<file path="src/rtl/mem_access_stage_pkg.sv">
// Shared MEM-stage types: FSM state encoding, default widths and the MEM/WB register bundle.
package mem_access_stage_pkg;

    localparam int MEM_ADDR_W = 16;
    localparam int MEM_DATA_W = 32;

    typedef enum logic {
        IDLE = 1'b0,
        REQ  = 1'b1
    } mem_state_t;

    typedef struct packed {
        logic                  valid;
        logic                  rf_we;
        logic [MEM_DATA_W-1:0] data;
        logic                  next_pc;
        logic                  rf_d_sel;
        logic                  err;
    } mem_wb_t;

    // An instruction needs the data memory when it is a real load or store.
    function automatic logic is_access(input logic valid, input logic we, input logic rd_sel);
        return valid & (we | rd_sel);
    endfunction

endpackage

</file>
<file path="src/rtl/mem_timeout_cnt.sv">
// Cycle counter for an outstanding memory request; expired marks the last allowed REQ cycle.
module mem_timeout_cnt #(
    parameter int TIMEOUT = 15
) (
    input  logic clk,
    input  logic rst,
    input  logic clear,
    input  logic enable,
    output logic expired
);

    localparam int CNT_W = $clog2(TIMEOUT + 1);

    logic [CNT_W-1:0] count_r;

    // Counter register: clear has priority over increment.
    always_ff @(posedge clk) begin
        if (rst) begin
            count_r <= {CNT_W{1'b0}};
        end else if (clear) begin
            count_r <= {CNT_W{1'b0}};
        end else if (enable) begin
            count_r <= count_r + {{(CNT_W-1){1'b0}}, 1'b1};
        end else begin
            count_r <= count_r;
        end
    end

    assign expired = (count_r == CNT_W'(TIMEOUT - 1));

endmodule

</file>
<file path="src/rtl/mem_access_stage.sv">
// MEM pipeline stage: req/ack data-memory access with upstream stall and MEM/WB output register.
// The MEM/WB bundle width comes from the package, so DATA_W must stay equal to MEM_DATA_W.
module mem_access_stage
    import mem_access_stage_pkg::*;
#(
    parameter int ADDR_W  = MEM_ADDR_W,
    parameter int DATA_W  = MEM_DATA_W,
    parameter int TIMEOUT = 15
) (
    input  logic              clk,
    input  logic              rst,
    input  logic              in_valid,
    input  logic              in_dm_we,
    input  logic [DATA_W-1:0] in_alu_res,
    input  logic [DATA_W-1:0] in_store_data,
    input  logic [ADDR_W-1:0] in_dm_addr,
    input  logic              in_next_pc,
    input  logic              in_rf_d_sel,
    output logic              stall,
    output logic              dm_req,
    output logic              dm_we,
    output logic [ADDR_W-1:0] dm_addr,
    output logic [DATA_W-1:0] dm_wdata,
    input  logic [DATA_W-1:0] dm_rdata,
    input  logic              dm_ack,
    output logic              wb_valid,
    output logic              wb_rf_we,
    output logic [DATA_W-1:0] wb_data,
    output logic              wb_next_pc,
    output logic              wb_rf_d_sel,
    output logic              wb_err
);

    mem_state_t state_r;
    mem_state_t state_nxt_s;
    mem_wb_t    wb_r;
    mem_wb_t    wb_nxt_s;
    logic       is_acc_s;
    logic       cnt_clr_s;
    logic       cnt_en_s;
    logic       expired_s;

    assign is_acc_s = is_access(in_valid, in_dm_we, in_rf_d_sel);

    mem_timeout_cnt #(.TIMEOUT(TIMEOUT)) u_timeout_cnt (
        .clk     (clk),
        .rst     (rst),
        .clear   (cnt_clr_s),
        .enable  (cnt_en_s),
        .expired (expired_s)
    );

    // State and MEM/WB register.
    always_ff @(posedge clk) begin
        if (rst) begin
            state_r <= IDLE;
            wb_r    <= '0;
        end else begin
            state_r <= state_nxt_s;
            wb_r    <= wb_nxt_s;
        end
    end

    // Next state, stall, counter control and next MEM/WB contents.
    always_comb begin
        state_nxt_s       = state_r;
        stall             = 1'b0;
        cnt_clr_s         = 1'b1;
        cnt_en_s          = 1'b0;
        wb_nxt_s          = wb_r;
        wb_nxt_s.valid    = 1'b0;
        case (state_r)
            IDLE: begin
                if (is_acc_s) begin
                    stall       = 1'b1;
                    state_nxt_s = REQ;
                end else if (in_valid) begin
                    wb_nxt_s = '{valid: 1'b1, rf_we: 1'b1, data: in_alu_res,
                                 next_pc: in_next_pc, rf_d_sel: in_rf_d_sel, err: 1'b0};
                end else begin
                    wb_nxt_s.valid = 1'b0;
                end
            end
            REQ: begin
                cnt_clr_s = 1'b0;
                // Ack beats a coincident timeout.
                if (dm_ack) begin
                    state_nxt_s = IDLE;
                    cnt_clr_s   = 1'b1;
                    wb_nxt_s    = '{valid: 1'b1, rf_we: ~in_dm_we,
                                    data: in_rf_d_sel ? dm_rdata : in_alu_res,
                                    next_pc: in_next_pc, rf_d_sel: in_rf_d_sel, err: 1'b0};
                end else if (expired_s) begin
                    state_nxt_s = IDLE;
                    cnt_clr_s   = 1'b1;
                    wb_nxt_s    = '{valid: 1'b1, rf_we: 1'b0, data: {DATA_W{1'b0}},
                                    next_pc: in_next_pc, rf_d_sel: in_rf_d_sel, err: 1'b1};
                end else begin
                    stall    = 1'b1;
                    cnt_en_s = 1'b1;
                end
            end
            default: begin
                state_nxt_s = IDLE;
            end
        endcase
    end

    assign dm_req      = (state_r == REQ);
    assign dm_we       = dm_req & in_dm_we;
    assign dm_addr     = dm_req ? in_dm_addr : {ADDR_W{1'b0}};
    assign dm_wdata    = dm_req ? in_store_data : {DATA_W{1'b0}};

    assign wb_valid    = wb_r.valid;
    assign wb_rf_we    = wb_r.rf_we;
    assign wb_data     = wb_r.data;
    assign wb_next_pc  = wb_r.next_pc;
    assign wb_rf_d_sel = wb_r.rf_d_sel;
    assign wb_err      = wb_r.err;

endmodule

</file>
<file path="config.mk">
export PLATFORM = sky130hd
export DESIGN_NAME = mem_access_stage
export DESIGN_NICKNAME = d
export VERILOG_FILES = /design/src/rtl/mem_access_stage_pkg.sv /design/src/rtl/mem_timeout_cnt.sv /design/src/rtl/mem_access_stage.sv
export SDC_FILE = /design/constraint.sdc
export NUM_CORES = 1
export LEC_CHECK = 0
export CELL_PAD_IN_SITES_DETAIL_PLACEMENT = 1
export CELL_PAD_IN_SITES_GLOBAL_PLACEMENT = 2
export CORE_AREA = 2 2 125 127
export CTS_CLUSTER_SIZE = 25
export DETAILED_ROUTE_END_ITERATION = 10
export DIE_AREA = 0 0 127 129
export PLACE_DENSITY_LB_ADDON = 0.1
export SETUP_SLACK_MARGIN = 0.5
export SLEW_MARGIN = 0
export SYNTH_ARGS = -nofsm -noshare
export SYNTH_HDL_FRONTEND = slang
export SYNTH_HIERARCHICAL = 1
export SYNTH_SLANG_ARGS = --single-unit
</file>
<file path="constraint.sdc">
create_clock -name clk -period 3.9 [get_ports clk]
set_input_delay 0.78 -clock clk [delete_from_list [all_inputs] [get_ports clk]]
set_output_delay 0.78 -clock clk [all_outputs]
set_load 0.03 [all_outputs]
</file>
* Word level (Yosys, flattened, before mapping)
Index checks and enable logic that the tools add are counted.
** Word-level totals
- Register bits :: 42
- Input bits :: 119
- Output and inout port bits :: 88
- Logic and storage cells :: 37
** Cells by class
- Add/sub/neg operators :: 1
- Eq/ne operators :: 4
- Multiplexer cells :: 17
- Bitwise gates (word level) :: 5
- Reduce and logical (&&, ||, !) cells :: 2
** Operator list (number)
- 2-to-1 mux 37 bit :: 3
- one-hot mux 37 bit (2 select lines) :: 1
- 2-to-1 mux 32 bit :: 2
- 2-to-1 mux 36 bit :: 1
- 2-to-1 mux 16 bit :: 1
- 2-to-1 mux 1 bit :: 8
- adder 4 x 1 -> 4 bit, second input constant :: 1
- == test 4 bit, second input constant :: 1
- inequality test 2 bit, second input constant :: 2
- inequality test 3 x 2 -> 1 bit, second input constant :: 1
- AND reduction 3 bit :: 1
- AND 1 bit :: 2
- NOT 1 bit :: 2
- one-hot mux 1 bit (2 select lines) :: 1
- OR reduction 2 bit :: 1
- bitwise OR 1 bit :: 1

* Depth between registers and ports, before layout
- Depth after elaboration :: 5
- Mapped depth :: 8
- Gate-level depth less buffers :: 8

* Cells and area by module
The synthesis kept the hierarchy.
** Modules (own cells, without submodules)
- mem_access_stage :: instances 1, cells an instance 340, area each 2777.7 sq um, sequential area each 760.7 sq um
- mem_timeout_cnt :: instances 1, cells an instance 20, area each 197.7 sq um, sequential area each 80.1 sq um

* Worst setup path before layout
No wires, ideal clock.
- Path kind :: in2out
- From :: input port in_valid
- To :: output port stall
- Arrival :: 1709 ps
- Required time :: 3120 ps
- Setup slack :: 1411 ps
- Cell stages on the path :: 5
- Buffers on the path :: 2
- Path through :: buf_2 > buf_2 > o21ai_0 > or2_2 > nand2_1
** Between the ends
- Word-level cells in the longest chain between the ends :: 3
** Ends and longest elaborated chain
- from (decl) :: RTL line mem_access_stage.sv:12 : input logic in_valid,
- AND 1 bit :: RTL line mem_access_stage_pkg.sv:23 : return valid & (we | rd_sel);
- 2-to-1 mux 1 bit :: RTL line mem_access_stage.sv:74 : if (is_acc_s) begin
- one-hot mux 1 bit (2 select lines) :: RTL line mem_access_stage.sv:72 : case (state_r)
- to (decl) :: RTL line mem_access_stage.sv:19 : output logic stall,
Every way passes these cells.

* Final worst setup path
- From :: input port in_dm_we
- To :: output port dm_we
** Between the ends
- Word-level cells in the longest chain between the ends :: 1
** Ends and longest elaborated chain
- from (decl) :: RTL line mem_access_stage.sv:13 : input logic in_dm_we,
- AND 1 bit :: RTL line mem_access_stage.sv:110 : assign dm_we = dm_req & in_dm_we;
- to (decl) :: RTL line mem_access_stage.sv:21 : output logic dm_we,
Every way passes these cells.

==> flow_metrics.py <==
metrics = {
    "outcome": {
        "status": "finished clean",
    },
    "power_and_ir_drop": {
        "total_leakage_power_nw": 1.756,
        "peakVddDrop_uv": 136.5,
        "seqPwrFrac": 0.330,
        "pwr-share-comb": 0.366,
        "p_sw_frac": 0.3299,
        "switchingPower_mw": 0.4805,
        "p_per_area_mw_per_mm2": 276.3,
        "internal_power_mw": 0.9761,
        "pwr-share-clk": 0.304,
    },
    "critical_path": {
        "r2r-start": "dm_req",
        "startpoint": "in_dm_we",
        "timing.rr.end": "wb_data[19]",
        "cp_data_arrival_time_ns": 2.31,
        "required_ns": 3.12,
        "crit_fanout": 7,
        "reg2reg_slack_ns": 1.28,
        "reg2regPathDepth": 5,
        "cp-end-kind": "output port",
        "crit_type": "in2out",
        "startpoint_type": "input pin",
    },
    "cts": {
        "cts_buffers": 5,
        "cts_hold_buffers": 0,
        "cts_tree": "built",
        "cts_root_buffer": "clkbuf_16",
        "cts_sinks": 42,
        "clk_pin_slew_worst_paths_ns": 0.07,
        "postCtsSetupRepairBufs": 0,
        "clock_path_buffers": 2,
        "cts_resized": 0,
        "clk_latency_ns": 0.29,
        "htreeDepth": 2,
    },
    "drt": {
        "drc": 0,
        "viasPerCell": 4.683,
        "drt_iter0_drc": 145,
        "wirelength_um": 13420,
        "avgRoutedWirePerCell_um": 18.28,
        "drtPass1Iterations": 4,
        "ant_nets": 0,
        "via_count": 3437,
    },
    "hold_path": {
        "min-delay-start": "wb_rf_we",
        "min_to": "wb_rf_we",
        "hp-class": "reg2reg",
        "worst_hold_path.num_cells": 1,
    },
    "yosys": {
        "synthCells": 360,
        "synth_area_per_cell_um2": 8.265,
        "synthSimpleGateAreaFrac": 0.3722,
        "synthArstFlopShare": 0,
        "ys_ff_latch": 42,
        "synth_top_family_by_area": "simple AND/OR/NAND/NOR gates",
        "muxShareOfSynthArea": 0.007569,
        "syn_nets": 481,
        "ys.flop_type": "dfxtp_1",
        "synth.distinct_cells": 42,
        "synth_compound_area_frac": 0.2456,
        "syn_area_mm2": 0.002975,
        "yosys_warnings": 6,
        "synth_xor_area_frac": 0.002944,
        "synthAdderAreaFrac": 0.008410,
        "ys_seq_area_frac": 0.2826,
        "synth-edff-count": 0,
    },
    "sta": {
        "finalHoldViolations": 0,
        "clock.fmax_mhz": 323.4,
        "min_period_ns": 3.093,
        "relSlewSlack": 0.4104,
        "slew_violations": 0,
        "rsz0062_at_grt": "false",
        "setup_tns_ns": 0,
        "timing.final.crit_share": 0.7930,
        "worst_pin_slew_ns": 0.8845,
        "setup_viol": 0,
        "clock_skew_ns": 0.006876,
    },
    "global_routing": {
        "grt_usage": 0.1594,
        "antenna_found_initial": 1,
        "grt_pass1_wl_um": 20580,
        "grt_start_max_net_pins": 62,
        "first_global_vias": 3761,
        "grt_overflow": 0,
    },
    "floorplanning": {
        "io_pins": 207,
        "die-area_mm2": 0.01638,
        "dieHeight_um": 129,
        "core_area_mm2": 0.01498,
        "rows": 45,
        "start_util": 0.1987,
        "die_w_um": 127,
    },
    "final_layout": {
        "n_fill_cell": 1764,
        "areaGrowthSynthToFinish_pct": 77.21,
        "drive_above_1_share": 0.08807,
        "nets": 665,
        "multiInputGateArea_mm2": 0.001897,
        "finish.utilization": 0.3520,
        "mostFrequentLayoutCells": "clkdlybuf4s50_1 (203), and2_1 (50), dfxtp_1 (41), a21oi_1 (37), nor2b_1 (32)",
        "regArea_um2": 842.1,
        "layout_commonest_cell": "clkdlybuf4s50_1",
    },
    "placement": {
        "gp_congestion": 0.7277,
        "hpwlAfterDp_um": 9188,
        "numPortBuffers": 206,
    },
    "run": {
        "maxCapViolations": 0,
    },
}
[stage by stage]
step                hold slack [ns]  area (um2)  worst slack [ns]  instances  total power, mW
detailed placement           0.4576        5119            0.7926        725            1.030
CTS                          0.4686        5270            0.7907        733            1.486
global placement             0.4546        5119            0.8214        725            1.025
global route                 0.4818        5270            0.6521        733            1.538
floorplan                    0.4874        2975             1.411        360           0.7636
finish                       0.4659        5273            0.8074        734            1.457
[power groups by stage]
stage,Sequential (mW),Combinational (mW),Clock [mW]
after global routing,0.487,0.570,0.481
after floorplan,0.534,0.229,0
after detailed placement,0.491,0.539,0
after global placement,0.490,0.535,0
final,0.481,0.533,0.443
after CTS,0.482,0.542,0.462
[cell usage after synthesis (all sizes together) (3+ instances only)]
library cell,n,area [um2]
dfxtp,42,840.8
nor3b,26,200.2
and2,50,312.8
nand3,10,50.05
o22ai,8,50.05
clkbuf,24,91.33
and4,8,70.07
nor2b,32,200.2
a311oi,24,316.6
nor2,6,22.52
nor3,25,125.1
buf,15,141.4
o21ai,27,138.9
a21oi,37,185.2
nand2,3,27.53
[routing by layer]
metal  up-vias  global-route usage  routed length [um]
met2       124              0.2935                6732
li1       1667                   -                   -
met4         0             0.03814                 140
met3        11             0.05405                1100
met5         -                   0                   0
met1      1635              0.1773                5445
[registers in the layout (all words and copies together) (netlist names)]
name,count
dm_req,1
u_timeout_cnt/count_r,4
wb_data,32
wb_err,1
wb_next_pc,1
wb_rf_d_sel,1
wb_rf_we,1
wb_valid,1
[worst max path at each step]
| stage | endpoint | slack [ns] | cells after the start |
|---|---|---|---|
| after CTS | dm_we | 0.79 | 3 |
| after global routing | stall | 0.65 | 4 |
| after detailed placement | dm_we | 0.79 | 3 |
| after floorplan | stall | 1.41 | 5 |
| final | dm_we | 0.81 | 3 |
| after global placement | dm_we | 0.82 | 3 |
[final cells by class]
cell class | instances | share of cell area
Timing Repair Buffer | 216 | 0.4053
Multi-Input combinational cell | 277 | 0.3598
Sequential cell | 42 | 0.1597
Tap cell | 188 | 0.04461
Clock buffer | 6 | 0.02634
Clock inverter | 2 | 0.002373
Inverter | 2 | 0.001424
Antenna cell | 1 | 0.0004746
[cells by family after synthesis]
logic type      count (synthesis)
compound gates                101
xor+xnor                        1
fa+ha+maj                       2
buf+inv                        41
mux                             2
simple gates                  171
flops                          42
[worst max-delay path: stages]
cell	delay [ns]
clkdlybuf4s50_1	0.68
and2_1	0.18
clkdlybuf4s50_1	0.66
(Power assumes the default switching activity.)
